===== config.mk =====
export PLATFORM = sky130hd
export DESIGN_NAME = dice_cgra_tid_tracker
export DESIGN_NICKNAME = d
export VERILOG_FILES = /design/src/rtl/dice_cgra_pkg.sv /design/src/rtl/dice_tid_scoreboard.sv /design/src/rtl/dice_cgra_tid_tracker.sv
export SDC_FILE = /design/constraint.sdc
export NUM_CORES = 1
export LEC_CHECK = 0
export BUFFER_PORTS_ARGS = -buffer_cell sky130_fd_sc_hd__buf_2
export CAP_MARGIN = 40
export CORE_MARGIN = 3
export CORE_UTILIZATION = 50
export DETAILED_ROUTE_END_ITERATION = 6
export GPL_TIMING_DRIVEN = 0
export PLACE_DENSITY = 0.69
export SKIP_LAST_GASP = 1
export SLEW_MARGIN = 10
export SYNTH_ARGS = -nofsm -noshare
export SYNTH_HDL_FRONTEND = slang
export SYNTH_SLANG_ARGS = --single-unit

===== constraint.sdc =====
create_clock -name clk -period 3.17 [get_ports clk]
set_input_delay 0.317 -clock clk [delete_from_list [all_inputs] [get_ports clk]]
set_output_delay 0.317 -clock clk [all_outputs]
set_load 0.03 [all_outputs]

===== src/rtl/dice_cgra_pkg.sv =====
// Shared types and helpers for the DICE CGRA TID tracking pipe.
// Defaults describe the single-lane, 512-TID, 32-deep configuration.
package dice_cgra_pkg;

  localparam int DICE_NUM_TID     = 512;
  localparam int DICE_TID_WIDTH   = $clog2(DICE_NUM_TID);
  localparam int DICE_NUM_LANES   = 1;
  localparam int DICE_MAX_LATENCY = 32;
  localparam int DICE_LAT_WIDTH   = $clog2(DICE_MAX_LATENCY + 1);

  typedef logic [DICE_TID_WIDTH-1:0] tid_t;
  typedef logic [DICE_LAT_WIDTH-1:0] lat_t;

  typedef struct packed {
    logic                                     valid;
    logic [DICE_NUM_LANES-1:0]                mask;
    logic [DICE_NUM_LANES*DICE_TID_WIDTH-1:0] tids;
  } tid_stage_t;

  // Out-of-range latency requests snap to the nearest legal depth.
  function automatic int clamp_latency(input int cfg, input int max_lat);
    if (cfg < 1) return 1;
    if (cfg > max_lat) return max_lat;
    return cfg;
  endfunction

endpackage


===== src/rtl/dice_tid_scoreboard.sv =====
// One bit per TID marking it as in flight; set on accept, cleared on retire.
// Lookup reads the registered bits, so a TID retiring this cycle still hits.
module dice_tid_scoreboard
  import dice_cgra_pkg::*;
#(
  parameter int NUM_TID   = DICE_NUM_TID,
  parameter int TID_WIDTH = $clog2(NUM_TID),
  parameter int NUM_LANES = DICE_NUM_LANES
) (
  input  logic                           clk,
  input  logic                           rst_n,
  input  logic                           clr,
  input  logic                           set_en,
  input  logic [NUM_LANES-1:0]           set_mask,
  input  logic [NUM_LANES*TID_WIDTH-1:0] set_tids,
  input  logic                           clr_en,
  input  logic [NUM_LANES-1:0]           clr_mask,
  input  logic [NUM_LANES*TID_WIDTH-1:0] clr_tids,
  input  logic [NUM_LANES-1:0]           look_mask,
  input  logic [NUM_LANES*TID_WIDTH-1:0] look_tids,
  output logic                           hit
);

  logic [NUM_TID-1:0] sb_q;
  logic [NUM_TID-1:0] sb_d;

  always_comb begin
    sb_d = sb_q;
    if (clr_en) begin
      for (int i = 0; i < NUM_LANES; i++) begin
        if (clr_mask[i]) sb_d[clr_tids[i*TID_WIDTH +: TID_WIDTH]] = 1'b0;
      end
    end
    if (set_en) begin
      for (int i = 0; i < NUM_LANES; i++) begin
        if (set_mask[i]) sb_d[set_tids[i*TID_WIDTH +: TID_WIDTH]] = 1'b1;
      end
    end
  end

  always_comb begin
    hit = 1'b0;
    for (int i = 0; i < NUM_LANES; i++) begin
      if (look_mask[i] && sb_q[look_tids[i*TID_WIDTH +: TID_WIDTH]]) hit = 1'b1;
    end
  end

  always_ff @(posedge clk or negedge rst_n) begin
    if (!rst_n) begin
      sb_q <= '0;
    end else if (clr) begin
      sb_q <= '0;
    end else begin
      sb_q <= sb_d;
    end
  end

endmodule


===== src/rtl/dice_cgra_tid_tracker.sv =====
// Runtime-latency TID delay pipe: beats enter stage lat-1 and retire from stage 0.
// Optional same-TID hazard stalling is built when DICE_TID_HAZARD_CHECK_EN is defined.
module dice_cgra_tid_tracker
  import dice_cgra_pkg::*;
#(
  parameter int NUM_TID     = DICE_NUM_TID,
  parameter int TID_WIDTH   = $clog2(NUM_TID),
  parameter int NUM_LANES   = DICE_NUM_LANES,
  parameter int MAX_LATENCY = DICE_MAX_LATENCY,
  parameter int LAT_WIDTH   = $clog2(MAX_LATENCY + 1)
) (
  input  logic                           clk,
  input  logic                           rst_n,
  input  logic                           clr,
  input  logic [LAT_WIDTH-1:0]           cfg_latency,
  input  logic                           in_valid,
  output logic                           in_ready,
  input  logic [NUM_LANES-1:0]           in_lane_mask,
  input  logic [NUM_LANES*TID_WIDTH-1:0] in_tid,
  output logic                           out_valid,
  output logic [NUM_LANES-1:0]           out_lane_mask,
  output logic [NUM_LANES*TID_WIDTH-1:0] out_tid,
  output logic [LAT_WIDTH-1:0]           inflight_cnt,
  output logic                           done,
  output logic                           err_dup
);

  typedef struct packed {
    logic                           valid;
    logic [NUM_LANES-1:0]           mask;
    logic [NUM_LANES*TID_WIDTH-1:0] tids;
  } stage_t;

  stage_t               stg_q [MAX_LATENCY];
  stage_t               stg_d [MAX_LATENCY];
  logic [LAT_WIDTH-1:0] lat_q;
  logic [LAT_WIDTH-1:0] lat_cfg;
  logic [LAT_WIDTH-1:0] lat_eff;
  logic [LAT_WIDTH-1:0] cnt_q;
  logic [LAT_WIDTH-1:0] cnt_d;
  logic                 done_q;
  logic                 err_dup_q;
  logic                 dup;
  logic                 hazard;
  logic                 lat_block;
  logic                 accept;
  logic                 retire;

  // Handshake: a beat transfers on any cycle where in_valid && in_ready; the
  // output side has no ready and retires unconditionally from stage 0.
  assign lat_cfg   = LAT_WIDTH'(clamp_latency(int'(cfg_latency), MAX_LATENCY));
  assign lat_block = (lat_cfg != lat_q) & ~done_q;
  assign in_ready  = ~clr & ~lat_block & ~hazard;
  assign accept    = in_valid & in_ready;
  assign retire    = stg_q[0].valid;
  // lat_q reloads while empty, so an accept in that cycle already uses the new depth.
  assign lat_eff   = done_q ? lat_cfg : lat_q;

  always_comb begin
    for (int i = 0; i < MAX_LATENCY - 1; i++) begin
      stg_d[i] = stg_q[i+1];
    end
    stg_d[MAX_LATENCY-1] = '0;
    for (int i = 0; i < MAX_LATENCY; i++) begin
      if (accept && (LAT_WIDTH'(i + 1) == lat_eff)) begin
        stg_d[i].valid = 1'b1;
        stg_d[i].mask  = in_lane_mask;
        stg_d[i].tids  = in_tid;
      end
    end
    if (clr) begin
      for (int i = 0; i < MAX_LATENCY; i++) begin
        stg_d[i] = '0;
      end
    end
  end

  always_comb begin
    cnt_d = cnt_q;
    if (accept && !retire) begin
      cnt_d = cnt_q + 1'b1;
    end else if (!accept && retire) begin
      cnt_d = cnt_q - 1'b1;
    end
    if (clr) cnt_d = '0;
  end

  always_comb begin
    dup = 1'b0;
    for (int i = 0; i < NUM_LANES; i++) begin
      for (int j = i + 1; j < NUM_LANES; j++) begin
        if (in_lane_mask[i] && in_lane_mask[j] &&
            (in_tid[i*TID_WIDTH +: TID_WIDTH] == in_tid[j*TID_WIDTH +: TID_WIDTH])) begin
          dup = 1'b1;
        end
      end
    end
  end

`ifdef DICE_TID_HAZARD_CHECK_EN
  dice_tid_scoreboard #(
    .NUM_TID   (NUM_TID),
    .TID_WIDTH (TID_WIDTH),
    .NUM_LANES (NUM_LANES)
  ) u_scoreboard (
    .clk       (clk),
    .rst_n     (rst_n),
    .clr       (clr),
    .set_en    (accept),
    .set_mask  (in_lane_mask),
    .set_tids  (in_tid),
    .clr_en    (retire),
    .clr_mask  (stg_q[0].mask),
    .clr_tids  (stg_q[0].tids),
    .look_mask (in_lane_mask),
    .look_tids (in_tid),
    .hit       (hazard)
  );
`else
  assign hazard = 1'b0;
`endif

  always_ff @(posedge clk or negedge rst_n) begin
    if (!rst_n) begin
      for (int i = 0; i < MAX_LATENCY; i++) begin
        stg_q[i] <= '0;
      end
      lat_q     <= LAT_WIDTH'(1);
      cnt_q     <= '0;
      done_q    <= 1'b1;
      err_dup_q <= 1'b0;
    end else begin
      for (int i = 0; i < MAX_LATENCY; i++) begin
        stg_q[i] <= stg_d[i];
      end
      cnt_q  <= cnt_d;
      done_q <= (cnt_d == '0);
      if (clr || done_q) lat_q <= lat_cfg;
      if (clr) begin
        err_dup_q <= 1'b0;
      end else if (accept && dup) begin
        err_dup_q <= 1'b1;
      end
    end
  end

  assign out_valid     = stg_q[0].valid;
  assign out_lane_mask = stg_q[0].mask;
  assign out_tid       = stg_q[0].tids;
  assign inflight_cnt  = cnt_q;
  assign done          = done_q;
  assign err_dup       = err_dup_q;

endmodule

==> results_dict.tcl <==
set metrics [dict create \
    status "finished, final reports clean" \
    root_buffer "clkbuf_16" \
    worst_path_most_repeated_cell "nor2_1" \
    pre_cts_slack_ns -0.239 \
    worstPathCellList "clkbuf_1 > clkbuf_2 > nor3_1 > a21oi_1 > nor2_1 > nand3_1 > buf_2 > mux2i_1 > nor2_1" \
    synth_edf_count 0 \
    clk_latency_ns 0.52 \
    synthesis.nets 1534 \
    path_max_fanout 10 \
    critical_path_buf_inv_count 3 \
    io-pin-count 40 \
    fin_crit_ns 2.92 \
    slowest_stage "dfstp_2" \
    tritoncts "done" \
    die_h_um 180 \
    leakagePower_uw 0.00812 \
    synth_seq_area_share_pct 60.1 \
    synth_compound_area_share_pct 7.09 \
    maxCapViolCount 0 \
    stdcell_area_mm2 0.0176 \
    relSlewSlack_pct 35.2 \
    synth.distinct_cells 43 \
    timing.final.crit_share_pct 92.3 \
    ys_ff_latch 365 \
    finalNetCount 1636 \
    powerDensity_mw_per_mm2 588 \
    synth_area_mm2 0.0152 \
    reg2reg_slack_ns 0.25 \
    synthTopCellsByArea "dfrtp_1, mux2i_1, nand2_1, nor2_1, a21oi_1" \
    clkTransAtPathRegs_ns 0.06 \
    yosys-mux-area-fraction_pct 11.3 \
    cts_buffer_depth 3 \
    vdd.ir_drop.worst_v 0.000353 \
    antenna_found_initial 0 \
    first_global_vias 11215 \
    start_util_pct 51.0 \
    grt_start_max_net_pins 106 \
    yosysTopAreaCell "dfrtp_1" \
    place_area_mm2 0.0162 \
    path_class "reg -> reg" \
    fin_worst_skew_ns 0.0153 \
    critPathMaxStageDelay_ns 0.52 \
    synthCells 1512 \
    num-fill-cells 2501 \
    dieArea_mm2 0.0325 \
    drc 0 \
    first_iter_violations 1108 \
    die_w_um 180 \
    ant_nets 0 \
    dpl.hpwl_um 28000 \
    port_buffers 38 \
    crit_required_ns 3.54 \
    rsz0062_at_grt "false" \
    max_freq_ghz 0.342 \
    routedWlPerCell_um 20.3 \
    async_flop_share_pct 100 \
    worst_pin_slew_ns 0.971 \
    yosys.area.top_type_share_pct 59.7 \
    min-delay-path-class "in -> reg" \
    synth_top_family_by_area "simple AND/OR/NAND/NOR gates" \
    slew_viol_final 0 \
    grt_pass1_wl_um 64200 \
    rows 63 \
    fin_ws_ns 0.245 \
    startpoint_type "flop" \
    place_congestion 0.921 \
    synthFlopType "dfrtp_1" \
    drive_above_1_share_pct 11.7 \
    synth_fa_ha_area_share_pct 0.165 \
    crit_arrival_ns 3.30 \
    num_vias 11381 \
    drt_pass1_iterations 6 \
    cts_buffers 39 \
    cts.sinks 365 \
    setup_viol 0 \
    ctsHtreeMaxLevel 2 \
    syn_avg_cell_area_um2 10.1 \
    end_kind "flop" \
    cp_top_family "buffers and inverters" \
    coreArea_mm2 0.0298 \
    grt_overflow_total 0 \
    wl_um 41300 \
    whs_ns 0.115 \
    hold_violations 0 \
    synthToLayoutAreaGrowth_pct 15.5 \
    routed_via_density 5.60 \
    synthXorXnorAreaFrac_pct 0.346 \
    insertedDiodeCount 0 \
    tns_ns 0 \
    track_usage_pct 25.2 \
    synth_simple_gate_area_share_pct 16.8 \
    yosys_warnings 0 \
]
## synthesized netlist by cell type, types with 8 or more instances
cell	instances
nand2_1	272
buf_4	21
buf_2	23
inv_1	12
mux2i_1	165
o21ai_0	16
a21oi_1	170
nand3_1	56
nor3_1	10
nor2_1	243
and2_1	11
clkbuf_1	83
nor2b_1	8
dfrtp_1	363
## worst min-delay path: cells and delay by family
| kind | cells | cell delay (ns) |
|---|---|---|
| buf+inv | 1 | 0.14 |
| simple gates | 1 | 0.08 |
| compound gates | 1 | 0.06 |
## worst paths after layout
check,cells past startpoint,start,to
hold reg to reg,2,stg_q[230]$_DFF_PN0_,stg_q[241]$_DFF_PN0_
max in group asynchronous,4,rst_n,stg_q[267]$_DFF_PN0_
min in group asynchronous,2,rst_n,stg_q[103]$_DFF_PN0_
hold / removal,3,in_tid[0],stg_q[55]$_DFF_PN0_
setup reg to reg,9,done$_DFF_PN1_,stg_q[338]$_DFF_PN0_
setup / recovery,9,done$_DFF_PN1_,stg_q[338]$_DFF_PN0_
## cell type report
cell class / instances / area (µm²) / share of cell area, %
Buffer: 127 / 591 / 3.36
Clock buffer: 64 / 1210 / 6.90
Clock inverter: 5 / 53.8 / 0.306
Inverter: 12 / 45.0 / 0.257
Multi-Input combinational cell: 1007 / 5490 / 31.3
Sequential cell: 365 / 9140 / 52.0
Tap cell: 390 / 488 / 2.78
Timing Repair Buffer: 62 / 541 / 3.08
## state kept, by name (all words and copies together) (netlist names)
register,cells
stg_q,341
out_lane_mask,1
done,1
inflight_cnt,6
out_valid,1
lat_q,6
out_tid,9
## metal layers
metal  global-route usage [%]  routed length [µm]  share of wire, %  up-vias
met1                     33.8               17000                41     5666
li1                         -                   -                 -     5151
met5                        0                   0                 0        -
met4                     9.36                1790               4.3        0
met3                     5.43                3280               7.9      116
met2                     40.7               19300                47      448
## through the flow
| stage | cells | power (µW) | utilization, % |
|---|---|---|---|
| global route | 2032 | 10700 | 58.9 |
| detailed placement | 1962 | 5920 | 54.4 |
| global placement | 1940 | 5850 | 53.3 |
| CTS | 2033 | 10400 | 58.7 |
| floorplan | 1512 | 5440 | - |
| finish | 2032 | 10300 | 58.9 |
## repair_timing
action,in CTS,in global routing
resized for setup,1,20
endpoints found under the hold margin,77,0
hold buffers,1,0
setup endpoints to repair,27,296
buffers inserted,1,0
cloned,0,0
## cells in the final DEF (no fill, tap or decap), drive strengths merged, types with 4 or more instances in the layout
cell,n
buf,104
nor2,243
o21ai,17
nor2b,8
mux2i,165
nand2,273
clkbuf,148
dfrtp,363
and2,11
nor3,10
inv,12
a21oi,170
nand3,57
nor3b,4
mux2,6
nand2b,7
clkinv,4
## where the power goes
group	internal, µW	switching (µW)	leakage (µW)
combinational	294	798	0.00241
sequential	4730	58.8	0.00508
clock	2680	1770	0.000622
total	7710	2620	0.00812
## kinds of logic after synthesis
logic type / after synthesis
buffers and inverters: 140
adders and majority gates: 2
AOI/OAI and AO/OA: 202
DFF: 365
and+or+nand+nor: 625
xor gates and xnor gates: 6
muxes: 171
other: 1
Power figures use the tool's default switching activity.
